$ cat src/rtl/arb_pkg.sv
// Shared types and constants for the accelerator read-channel arbiter.
package arb_pkg;

   localparam int unsigned BURST_W    = 4;
   localparam int unsigned BEAT_W     = 9;
   localparam int unsigned ERR_W      = 3;
   localparam int unsigned MAXLOG_DEF = 8;

   localparam int unsigned ERR_OVF   = 0;
   localparam int unsigned ERR_LEN   = 1;
   localparam int unsigned ERR_STRAY = 2;

   typedef enum logic [1:0] {
      IDLE = 2'd0,
      ADDR = 2'd1,
      DATA = 2'd2
   } arb_state_e;

   typedef enum logic {
      OWN_FM = 1'b0,
      OWN_WT = 1'b1
   } arb_owner_e;

   // Index of the final beat of a 2^burst beat transfer.
   function automatic logic [BEAT_W-1:0] last_beat_idx(input logic [BURST_W-1:0] burst);
      return (BEAT_W'(1) << burst) - BEAT_W'(1);
   endfunction

endpackage

$ cat src/rtl/req_slot.sv
// One-entry request latch: captures a one-cycle arvalid pulse and holds it until granted.
module req_slot
   import arb_pkg::*;
#(
   parameter int unsigned AW     = 32,
   parameter int unsigned MAXLOG = MAXLOG_DEF
) (
   input  logic               clk,
   input  logic               rst_n,
   input  logic               req_i,
   input  logic [AW-1:0]      addr_i,
   input  logic [BURST_W-1:0] burst_i,
   input  logic               grant_i,
   output logic               full_o,
   output logic               full_nxt_c,
   output logic               ovf_c,
   output logic [AW-1:0]      addr_o,
   output logic [BURST_W-1:0] burst_o
);

   logic               full_q, full_d;
   logic [AW-1:0]      addr_q, addr_d;
   logic [BURST_W-1:0] burst_q, burst_d;
   logic [BURST_W-1:0] burst_clamped;

   always_comb begin
      burst_clamped = burst_i;
      if (32'(burst_i) > MAXLOG) begin
         burst_clamped = BURST_W'(MAXLOG);
      end
   end

   // A pulse in the grant cycle reloads the slot; a pulse into a held slot is dropped.
   always_comb begin
      full_d  = full_q;
      addr_d  = addr_q;
      burst_d = burst_q;
      ovf_c   = req_i & full_q & ~grant_i;
      if (req_i && (!full_q || grant_i)) begin
         full_d  = 1'b1;
         addr_d  = addr_i;
         burst_d = burst_clamped;
      end else if (grant_i) begin
         full_d = 1'b0;
      end
   end

   always_ff @(posedge clk or negedge rst_n) begin
      if (!rst_n) begin
         full_q  <= 1'b0;
         addr_q  <= '0;
         burst_q <= '0;
      end else begin
         full_q  <= full_d;
         addr_q  <= addr_d;
         burst_q <= burst_d;
      end
   end

   assign full_o     = full_q;
   assign full_nxt_c = full_d;
   assign addr_o     = addr_q;
   assign burst_o    = burst_q;

endmodule

$ cat src/rtl/axi_rd_arbiter.sv
// Two-requester read-channel arbiter, one outstanding burst at a time.
// Define AXI_RD_ARB_RR_EN for round-robin grant; default is fixed priority fm > wt.
module axi_rd_arbiter
   import arb_pkg::*;
#(
   parameter int unsigned AW     = 32,
   parameter int unsigned DW     = 64,
   parameter int unsigned MAXLOG = MAXLOG_DEF
) (
   input  logic               clk,
   input  logic               rst_n,
   input  logic [AW-1:0]      fm_araddr,
   input  logic               fm_arvalid,
   input  logic [BURST_W-1:0] fm_arburst,
   output logic               fm_rvalid,
   output logic [DW-1:0]      fm_rdata,
   output logic               fm_rlast,
   input  logic [AW-1:0]      wt_araddr,
   input  logic               wt_arvalid,
   input  logic [BURST_W-1:0] wt_arburst,
   output logic               wt_rvalid,
   output logic [DW-1:0]      wt_rdata,
   output logic               wt_rlast,
   output logic [AW-1:0]      m_araddr,
   output logic               m_arvalid,
   output logic [BURST_W-1:0] m_arburst,
   input  logic               m_arready,
   input  logic               m_rvalid,
   input  logic [DW-1:0]      m_rdata,
   input  logic               m_rlast,
   output logic               busy,
   output logic [ERR_W-1:0]   err,
   input  logic               err_clr
);

   logic               fm_full, fm_full_nxt, fm_ovf, fm_grant;
   logic [AW-1:0]      fm_slot_addr;
   logic [BURST_W-1:0] fm_slot_burst;
   logic               wt_full, wt_full_nxt, wt_ovf, wt_grant;
   logic [AW-1:0]      wt_slot_addr;
   logic [BURST_W-1:0] wt_slot_burst;

   arb_state_e         state_q, state_d;
   arb_owner_e         owner_q, owner_d;
   logic [AW-1:0]      m_araddr_q, m_araddr_d;
   logic               m_arvalid_q, m_arvalid_d;
   logic [BURST_W-1:0] m_arburst_q, m_arburst_d;
   logic [BEAT_W-1:0]  beat_q, beat_d;
   logic [ERR_W-1:0]   err_q, err_d, err_set;
   logic               busy_q, busy_d;
   logic               pick_wt, len_err, stray;

   req_slot #(.AW(AW), .MAXLOG(MAXLOG)) u_fm_slot (
      .clk        (clk),
      .rst_n      (rst_n),
      .req_i      (fm_arvalid),
      .addr_i     (fm_araddr),
      .burst_i    (fm_arburst),
      .grant_i    (fm_grant),
      .full_o     (fm_full),
      .full_nxt_c (fm_full_nxt),
      .ovf_c      (fm_ovf),
      .addr_o     (fm_slot_addr),
      .burst_o    (fm_slot_burst)
   );

   req_slot #(.AW(AW), .MAXLOG(MAXLOG)) u_wt_slot (
      .clk        (clk),
      .rst_n      (rst_n),
      .req_i      (wt_arvalid),
      .addr_i     (wt_araddr),
      .burst_i    (wt_arburst),
      .grant_i    (wt_grant),
      .full_o     (wt_full),
      .full_nxt_c (wt_full_nxt),
      .ovf_c      (wt_ovf),
      .addr_o     (wt_slot_addr),
      .burst_o    (wt_slot_burst)
   );

`ifdef AXI_RD_ARB_RR_EN
   // Pointer set after an fm grant so wt wins the next contested grant.
   logic prio_wt_q, prio_wt_d;

   always_comb begin
      prio_wt_d = prio_wt_q;
      if (fm_grant) begin
         prio_wt_d = 1'b1;
      end else if (wt_grant) begin
         prio_wt_d = 1'b0;
      end
   end

   always_ff @(posedge clk or negedge rst_n) begin
      if (!rst_n) begin
         prio_wt_q <= 1'b0;
      end else begin
         prio_wt_q <= prio_wt_d;
      end
   end

   assign pick_wt = wt_full & (~fm_full | prio_wt_q);
`else
   assign pick_wt = wt_full & ~fm_full;
`endif

   always_comb begin
      state_d     = state_q;
      owner_d     = owner_q;
      m_araddr_d  = m_araddr_q;
      m_arvalid_d = m_arvalid_q;
      m_arburst_d = m_arburst_q;
      beat_d      = beat_q;
      fm_grant    = 1'b0;
      wt_grant    = 1'b0;
      len_err     = 1'b0;
      case (state_q)
         IDLE: begin
            if (fm_full || wt_full) begin
               state_d     = ADDR;
               m_arvalid_d = 1'b1;
               if (pick_wt) begin
                  owner_d     = OWN_WT;
                  wt_grant    = 1'b1;
                  m_araddr_d  = wt_slot_addr;
                  m_arburst_d = wt_slot_burst;
               end else begin
                  owner_d     = OWN_FM;
                  fm_grant    = 1'b1;
                  m_araddr_d  = fm_slot_addr;
                  m_arburst_d = fm_slot_burst;
               end
            end
         end
         ADDR: begin
            if (m_arready) begin
               state_d     = DATA;
               m_arvalid_d = 1'b0;
               beat_d      = '0;
            end
         end
         DATA: begin
            if (m_rvalid) begin
               beat_d = beat_q + BEAT_W'(1);
               // rlast must coincide exactly with the final expected beat
               if (m_rlast != (beat_q == last_beat_idx(m_arburst_q))) begin
                  len_err = 1'b1;
               end
               if (m_rlast) begin
                  state_d = IDLE;
               end
            end
         end
         default: begin
            state_d = IDLE;
         end
      endcase
   end

   assign stray = m_rvalid & (state_q != DATA);

   always_comb begin
      err_set            = '0;
      err_set[ERR_OVF]   = fm_ovf | wt_ovf;
      err_set[ERR_LEN]   = len_err;
      err_set[ERR_STRAY] = stray;
      err_d              = err_clr ? '0 : (err_q | err_set);
   end

   assign busy_d = (state_d != IDLE) | fm_full_nxt | wt_full_nxt;

   always_ff @(posedge clk or negedge rst_n) begin
      if (!rst_n) begin
         state_q     <= IDLE;
         owner_q     <= OWN_FM;
         m_araddr_q  <= '0;
         m_arvalid_q <= 1'b0;
         m_arburst_q <= '0;
         beat_q      <= '0;
         err_q       <= '0;
         busy_q      <= 1'b0;
      end else begin
         state_q     <= state_d;
         owner_q     <= owner_d;
         m_araddr_q  <= m_araddr_d;
         m_arvalid_q <= m_arvalid_d;
         m_arburst_q <= m_arburst_d;
         beat_q      <= beat_d;
         err_q       <= err_d;
         busy_q      <= busy_d;
      end
   end

   // Read-data routing is combinational so beats reach the owner with no added latency.
   assign fm_rvalid = m_rvalid & (state_q == DATA) & (owner_q == OWN_FM);
   assign fm_rlast  = m_rlast  & (state_q == DATA) & (owner_q == OWN_FM) & m_rvalid;
   assign wt_rvalid = m_rvalid & (state_q == DATA) & (owner_q == OWN_WT);
   assign wt_rlast  = m_rlast  & (state_q == DATA) & (owner_q == OWN_WT) & m_rvalid;
   assign fm_rdata  = m_rdata;
   assign wt_rdata  = m_rdata;

   assign m_araddr  = m_araddr_q;
   assign m_arvalid = m_arvalid_q;
   assign m_arburst = m_arburst_q;
   assign busy      = busy_q;
   assign err       = err_q;

endmodule
$ cat config.mk
export PLATFORM = sky130hd
export DESIGN_NAME = axi_rd_arbiter
export DESIGN_NICKNAME = d
export VERILOG_FILES = /design/src/rtl/arb_pkg.sv /design/src/rtl/req_slot.sv /design/src/rtl/axi_rd_arbiter.sv
export SDC_FILE = /design/constraint.sdc
export NUM_CORES = 1
export LEC_CHECK = 0
export BUFFER_PORTS_ARGS = -buffer_cell sky130_fd_sc_hd__buf_2
export CORE_MARGIN = 5
export CORE_UTILIZATION = 40
export CTS_BUF_LIST = sky130_fd_sc_hd__clkbuf_8
export DETAILED_ROUTE_END_ITERATION = 16
export PLACE_DENSITY = 0.7
export SLEW_MARGIN = 20
export SYNTH_ARGS = -nofsm -noshare
export SYNTH_HDL_FRONTEND = slang
export SYNTH_HIERARCHICAL = 1
export SYNTH_SLANG_ARGS = --single-unit
export TNS_END_PERCENT = 50
$ cat constraint.sdc
create_clock -name clk -period 7.7 [get_ports clk]
set_input_delay 1.54 -clock clk [delete_from_list [all_inputs] [get_ports clk]]
set_output_delay 1.54 -clock clk [all_outputs]
set_load 0.01 [all_outputs]
; ---- Yosys cells after proc, flatten, opt, wreduce, memory -nomap -nowiden
; Cells that the tools add are included.
[word_totals]
in_bits = 144
ff_bits = 127
out_inout_bits = 173
wordCells = 92
[op_classes]
magnitude_cmp = 2
addsub = 2
n_reduce_logical = 14
n_bitwise = 22
mux = 29
n_eq_ne = 8
shifts = 1
[op_table]
columns = op, count
row1 = $mux W32, 1
row2 = $mux W9, 2
row3 = $pmux W9 S2, 1
row4 = $mux W1, 15
row5 = $and A1 B1 Y1, 14
row6 = $mux W4, 3
row7 = $add A9 B1 Y9 const B, 1
row8 = $eq A9 B9 Y1, 1
row9 = $shl A1 B4 Y9 const A, 1
row10 = $sub A9 B2 Y9 const B, 1
row11 = $gt A4 B4 Y1 const B, 2
row12 = $mux W2, 4
row13 = $ne A2 B2 Y1 const B, 4
row14 = $pmux W2 S3, 1
row15 = $reduce_and A3 Y1, 2
row16 = $reduce_bool A2 Y1, 3
row17 = $not A1 Y1, 4
row18 = $logic_or A1 B1 Y1, 3
row19 = $mux W3, 1
row20 = $or A1 B1 Y1, 3
row21 = $or A3 B3 Y3, 1
row22 = $eq A2 B1 Y1 const B, 1
row23 = $eq A2 B2 Y1 const B, 1
row24 = $logic_and A1 B1 Y1, 2
row25 = 5 further kinds, 6

; ---- Depth between registers and ports, before layout
; Gate-level depths: netlist (run 1).
[depth]
ltp_word = 10
depth_mapped = 11
ltp_nobuf = 8

; ---- By module
; Netlist (run 1), hierarchy kept.
[modules_own_cells]
columns = mod, n_inst, cells_per_inst, seq_area_each_um2, area_each_um2
row1 = axi_rd_arbiter, 1, 426, 1326.3, 3798.6
row2 = req_slot, 2, 84, 925.9, 1559.0

; ---- Worst setup path after synthesis (run 1)
; OpenSTA, ideal clock, no wires.
[synth_path]
kind = input to output
from = in m_rvalid
to = out wt_rlast
arrival_ns = 2.103
cell_stages = 3
path_slack_ns = 4.057
path_buffers = 1
t_required_ns = 6.160
path_cell_list = and3b_1 -> clkbuf_1 -> and3_1
[synth_between]
elab_chain_cells = 1
[synth_rtl]
columns = item, line_no
row1 = from (decl), axi_rd_arbiter.sv:28  ; input logic m_rvalid,
row2 = $and A1 B1 Y1, axi_rd_arbiter.sv:198  ; assign wt_rlast = m_rlast & (state_q == DATA) & (owner_q == OWN_WT) & m_rvalid;
row3 = to (decl), axi_rd_arbiter.sv:23  ; output logic wt_rlast,
; Every way passes these cells.

; ---- Worst setup path after layout (run 1)
; Same ends and word-level chain as after synthesis.

==> run summary, run 1 <==
gpl congestion - 0.7908
Final min period - 3.832 ns
CP Capture Type - output port
vias in the first global route - 4179
CP max FO - 8
Worst path max stage delay - 0.31 ns
drt pass-1 iters - 4
Power Density - 417.3 nW/um^2
RR Endpoint - err[1]
Final Max Slew Viols - 0
Seq/Total Area, Yosys - 45.95%
Synth cell types - 53
hold_sp - m_araddr[27]
initial antenna violation count - 0
Area Growth Syn to Fin - 2.695%
Buf/Inv on CP - 2
main flop type after synthesis - dfrtp_1
adder-cell share of the synthesized area - 0.3618%
Die H - 141.5 um
Post-Syn Instances - 594
Max Clock Skew - 0.01030 ns
Synth Area in Simple Gates - 8.231%
largest net degree at the start of global routing - 74
clk slew on worst S/H paths - 0.08 ns
Nets - 731
Final Power - 2.964 mW
aggregate global-route resource usage - 15.97%
Slowest-stage cell, CP - and3b_1
Post-synth ARST share - 100.0%
Synth Area in XOR/XNOR - 1.013%
placed cell area - 6683 um^2
Hold-fix buffers, CTS - 0
via count - 3993
status - complete, no violations
Ys Warns - 6
Critical Path RT - 6.16 ns
Initial DRC Count - 136
largest family of logic cells by synthesized area - multiplexers
Synth Cell Area - 6917 um^2
# clock sinks - 127
CP cell instances - buf_2 > and3b_1 > and3_1 > buf_2
Synth Net Count - 740
remaining antenna violation count - 0
mux cell area share after synthesis - 20.35%
# port buffers - 124
Slew HR - 38.47%
Lkg Pwr - 3.493 nW
mean post-synth cell area - 11.64 um^2
post-CTS resize count - 0
Post-route DRC - 0
setup bufs post-CTS - 0
Compound-Gate Fraction of Synth Area - 6.603%
H-tree depth - 4
# setup viols final - 0
Fill cells - 1596
Crit path max-delay family - simple AND/OR/NAND/NOR gates
Top Ports - 317
total CTS buffers - 17
Multi-input gate area - 2547 um^2
Via density - 4.852
Critical Path AT - 2.29 ns
commonest non-fill, non-tap cell in the layout - dfrtp_1
Worst Setup Start Kind - input pin
clk_lat worst skew - 0.43 ns
most frequent cells in the layout - dfrtp_1 (127), buf_2 (123), mux2_4 (60)
die area - 20020 um^2
Worst Hold Depth - 2
final worst slack - 3.868 ns
DIE WIDTH - 141.5 um
placed cells - 791
top cells by area, synth - dfrtp_1 (46%), buf_4 (14%), mux2_4 (13%)
grt ovf - 0
maximum VDD drop - 193.1 uV
Tcrit/Tclk final - 49.76%
Final Instance Count excl. Fillers - 823
register area - 3178 um^2
FF-to-FF Start - m_arburst[2]
RSZ-0062 raised after global routing - false
Max Freq - 261.0 MHz
FF+latch count, synth - 127
CTS Buffer Depth - 2
Core Box Area - 17120 um^2
first-pass GRT wire length - 24.78 mm
TritonCTS clock tree - built
EDFF count, synth - 0
Final Util - 41.50%
share of the synthesized area in the top cell type - 45.95%
largest area contributor in the netlist - dfrtp_1
hold slack final - 0.4789 ns
most frequent cell on the critical path - buf_2
worst slew pin tran - 0.9230 ns
R2R cell count - 8
WL per Instance - 19.38 um
post-route cell area - 7103 um^2
CTS Root Cell - clkbuf_8
flop-to-flop setup slack - 4.73 ns
DP Worst Slack - 3.881 ns
worst hold path type - flip-flop to flip-flop
# diodes - 0
site row count - 48
share of layout cells above drive strength 1 - 40.13%
Setup Crit Path Kind - input pin to output port
Total Negative Setup Slacks - 0 ns
HPWL Detailed - 11.71 mm
Hold Violations, Final - 0
Hold EP - m_araddr[27]
final WL - 15.95 mm
initial core utilization - 40.41%
Max Cap Violations - 0
[Yosys cell counts (3+ instances only)]
| library cell | n |
|---|---|
| buf_4 | 128 |
| dfrtp_1 | 127 |
| mux2_4 | 60 |
| nand2_1 | 49 |
| o21ai_0 | 43 |
| mux2i_1 | 36 |
| nor2_1 | 17 |
| clkbuf_1 | 15 |
| a21oi_1 | 12 |
| mux2_2 | 12 |
| nor2b_1 | 9 |
| inv_1 | 8 |
| buf_12 | 6 |
| nor3_1 | 6 |
| xnor2_1 | 5 |
| buf_2 | 4 |
| a21o_1 | 3 |
| nand3_1 | 3 |
| xor2_1 | 3 |
[worst register-to-register path, stage by stage (launching register included)]
cell	delay, ns
dfrtp_1	0.56
nor2_1	0.34
nand3b_1	0.12
ha_1	0.38
or4b_1	0.60
a211o_1	0.27
o211ai_1	0.10
o2111ai_1	0.16
mux2_1	0.34
[cell families after synthesis]
kind of cell | Yosys count
XOR/XNOR | 8
multiplexers | 109
flip-flops | 127
AO/OA/AOI/OAI | 76
buffers and inverters | 163
AND/OR/NAND/NOR | 109
adder cells (fa/ha/maj) | 2
[sequential cells by signal, indices dropped and copies added, names as in the netlist]
register / flops
m_araddr: 32
u_fm_slot/addr_o: 32
u_wt_slot/addr_o: 32
beat_q: 9
m_arburst: 4
u_fm_slot/burst_o: 4
u_wt_slot/burst_o: 4
err: 3
state_q: 2
busy: 1
m_arvalid: 1
owner_q: 1
u_fm_slot/full_o: 1
u_wt_slot/full_o: 1
[final cells by class]
class                           count  share of cell area (%)
Sequential cell                   127                   44.74
Tap cell                          225                   3.963
Multi-Input combinational cell    304                   35.86
Inverter                            8                  0.4228
Timing Repair Buffer              127                   9.089
Clock buffer                       17                   3.294
Clock inverter                     15                   2.625
[metal layers]
| metal | track usage, % | wire, um | vias up |
|---|---|---|---|
| li1 | - | - | 1882 |
| met1 | 17.04 | 5600 | 1833 |
| met4 | 4.798 | 269 | 0 |
| met2 | 26.06 | 7677 | 252 |
| met3 | 10.25 | 2399 | 26 |
| met5 | 0.7519 | 0 | - |
[report_power, final]
group,internal (mW),switching (mW)
Combinational,0.633,0.535
Sequential,0.974,0.213
Clock,0.324,0.284
Total,1.93,1.03
[worst max path at each step]
stage	start	endpoint	slack, ns	depth (start not counted)
2_1_floorplan	m_rvalid	wt_rlast	4.06	3
3_3_place_gp	m_rvalid	wt_rlast	3.90	4
3_5_place_dp	m_rvalid	wt_rlast	3.88	4
4_1_cts	m_rvalid	wt_rlast	3.88	4
5_1_grt	m_rvalid	wt_rlast	3.81	4
6_report	m_rvalid	wt_rlast	3.87	4
Note: power is estimated with default switching activity, not from simulation.
==> run 2, diff against run 1 <==
--- a/config.mk
+++ b/config.mk
@@ -10,7 +10,7 @@
 export CORE_UTILIZATION = 40
 export CTS_BUF_LIST = sky130_fd_sc_hd__clkbuf_8
 export DETAILED_ROUTE_END_ITERATION = 16
-export PLACE_DENSITY = 0.7
+export PLACE_DENSITY = 0.73
 export SLEW_MARGIN = 20
 export SYNTH_ARGS = -nofsm -noshare
 export SYNTH_HDL_FRONTEND = slang
==> constraint.sdc (replaced) <==
create_clock -name clk -period 3.4 [get_ports clk]
set_input_delay 0.68 -clock clk [delete_from_list [all_inputs] [get_ports clk]]
set_output_delay 0.68 -clock clk [all_outputs]
set_load 0.01 [all_outputs]
==> run 2 against run 1 <==
  * Total power up 120%
  * Clock skew down 0.0017 ns
  * Final cell count unchanged
  * Wire length down 3.6%
  * Highest routed layer is now met5
  * Critical path type is now flip-flop to flip-flop
  * Combinational power up 130%
  * Via count up 1.0%
  * Sequential share of layout area up 0.28 points
  * Global-route usage down 0.60 points
==> run summary, run 2 (synthesis gave the netlist of run 1 again) <==
Lkg Pwr - 3.488 nW
P_int - 4.247 mW
Critical Path RT - 3.72 ns
sw frac - 35.25%
share of layout cells above drive strength 1 - 40.13%
# diodes - 0
total CTS buffers - 17
Final Max Slew Viols - 0
remaining antenna violation count - 0
Flop pwr share - 40.8%
Final Instance Count excl. Fillers - 823
# setup viols final - 0
Logic pwr share - 40.8%
# port buffers - 124
die area - 20020 um^2
commonest non-fill, non-tap cell in the layout - dfrtp_1
Max Clock Skew - 0.008592 ns
Max Cap Violations - 0
Via density - 4.902
largest net degree at the start of global routing - 74
CP max FO - 16
clk_lat worst skew - 0.43 ns
Initial DRC Count - 149
initial antenna violation count - 1
setup bufs post-CTS - 0
Tcrit/Tclk final - 87.09%
worst hold path type - input pin to async pin
Setup Crit Path Kind - flip-flop to flip-flop
grt ovf - 0
drt pass-1 iters - 6
R2R cell count - 8
Post-route DRC - 0
Nets - 732
clock power share - 18.3%
Hold Violations, Final - 0
FF-to-FF Start - m_arburst[2]
worst slew pin tran - 0.7343 ns
Total Negative Setup Slacks - 0 ns
Final min period - 2.961 ns
post-CTS resize count - 0
initial core utilization - 40.41%
CP Capture Type - flip-flop
status - complete, no violations
maximum VDD drop - 495.7 uV
CTS Buffer Depth - 2
hold slack final - 0.2345 ns
vias in the first global route - 4255
Worst Setup Start Kind - flip-flop
post-route cell area - 7059 um^2
RR Endpoint - err[1]
Area Growth Syn to Fin - 2.062%
CTS Root Cell - clkbuf_8
Slew HR - 51.05%
aggregate global-route resource usage - 15.38%
DIE WIDTH - 141.5 um
# clock sinks - 127
Final Power - 6.559 mW
Switching Power - 2.312 mW
flop-to-flop setup slack - 0.44 ns
clk slew on worst S/H paths - 0.08 ns
H-tree depth - 4
HPWL Detailed - 10.93 mm
WL per Instance - 18.67 um
via count - 4034
TritonCTS clock tree - built
RSZ-0062 raised after global routing - false
Die H - 141.5 um
placed cell area - 6703 um^2
Hold-fix buffers, CTS - 0
placed cells - 792
final WL - 15.37 mm
gpl congestion - 0.8621
Core Box Area - 17120 um^2
Max Freq - 337.7 MHz
site row count - 48
most frequent cells in the layout - dfrtp_1 (127), buf_2 (123), mux2_4 (60)
first-pass GRT wire length - 23.85 mm
Critical Path AT - 3.28 ns
Top Ports - 317
Power Density - 929.1 nW/um^2
## run 2: cell count changes in the layout (fill, tap and decap cells not counted)
cell,delta
clkinv_2,+6
clkinv_4,-3
bufinv_16,-2
clkbuf_8,+2
clkinvlp_4,-2
buf_12,+1
inv_6,-1
inv_8,-1
## run 2: worst max path at each step
stage,to,start,slack (ns)
6_report,err[1],m_arburst[2],0.44
5_1_grt,err[1],m_arburst[2],0.29
4_1_cts,err[1],m_arburst[2],0.46
3_5_place_dp,err[1],m_arburst[2],0.48
3_3_place_gp,err[1],m_arburst[2],0.60
2_1_floorplan,err[1],m_arburst[1],0.75
## run 2: cell type report
cell class                 instances  area (um^2)
fill                            1643        10060
tap                              225        281.5
clock inverter                    12        95.09
inverter                           8        30.03
timing repair buffer             128        665.6
multi-input combinational        304         2547
sequential                       127         3178
clock buffer                      19        261.5
## run 2: per-stage QoR
stage	setup WS, ns	util [%]
detailed placement	0.4814	39.16
floorplan	0.7459	-
global route	0.2868	41.24
global placement	0.6004	39.16
finish	0.4390	41.24
CTS	0.4637	41.24
## run 2: worst max-delay path, cell delays in order, from the launching register on
cell	delay, ns
dfrtp_1	0.56
nor2_1	0.30
nand3b_1	0.12
ha_1	0.38
or4b_1	0.61
a211o_1	0.27
o211ai_1	0.09
o2111ai_1	0.16
mux2_1	0.34
## run 2: routing by layer
metal | vias to the layer above | routed length [um] | part of all wire (%) | track usage (%)
met5 | - | 7 | 0.046 | 0
met4 | 2 | 499 | 3.2 | 6.869
met3 | 44 | 1651 | 11 | 7.583
met2 | 195 | 7464 | 49 | 25.33
met1 | 1909 | 5745 | 37 | 16.76
li1 | 1884 | - | - | -
## run 2: power groups by stage
stage / registers, mW / clock network [mW] / logic [mW]
CTS: 2.68 / 1.25 / 2.73
floorplan: 2.64 / 0 / 2.28
finish: 2.68 / 1.20 / 2.68
global route: 2.78 / 1.31 / 2.97
global placement: 2.67 / 0 / 2.67
detailed placement: 2.70 / 0 / 2.73
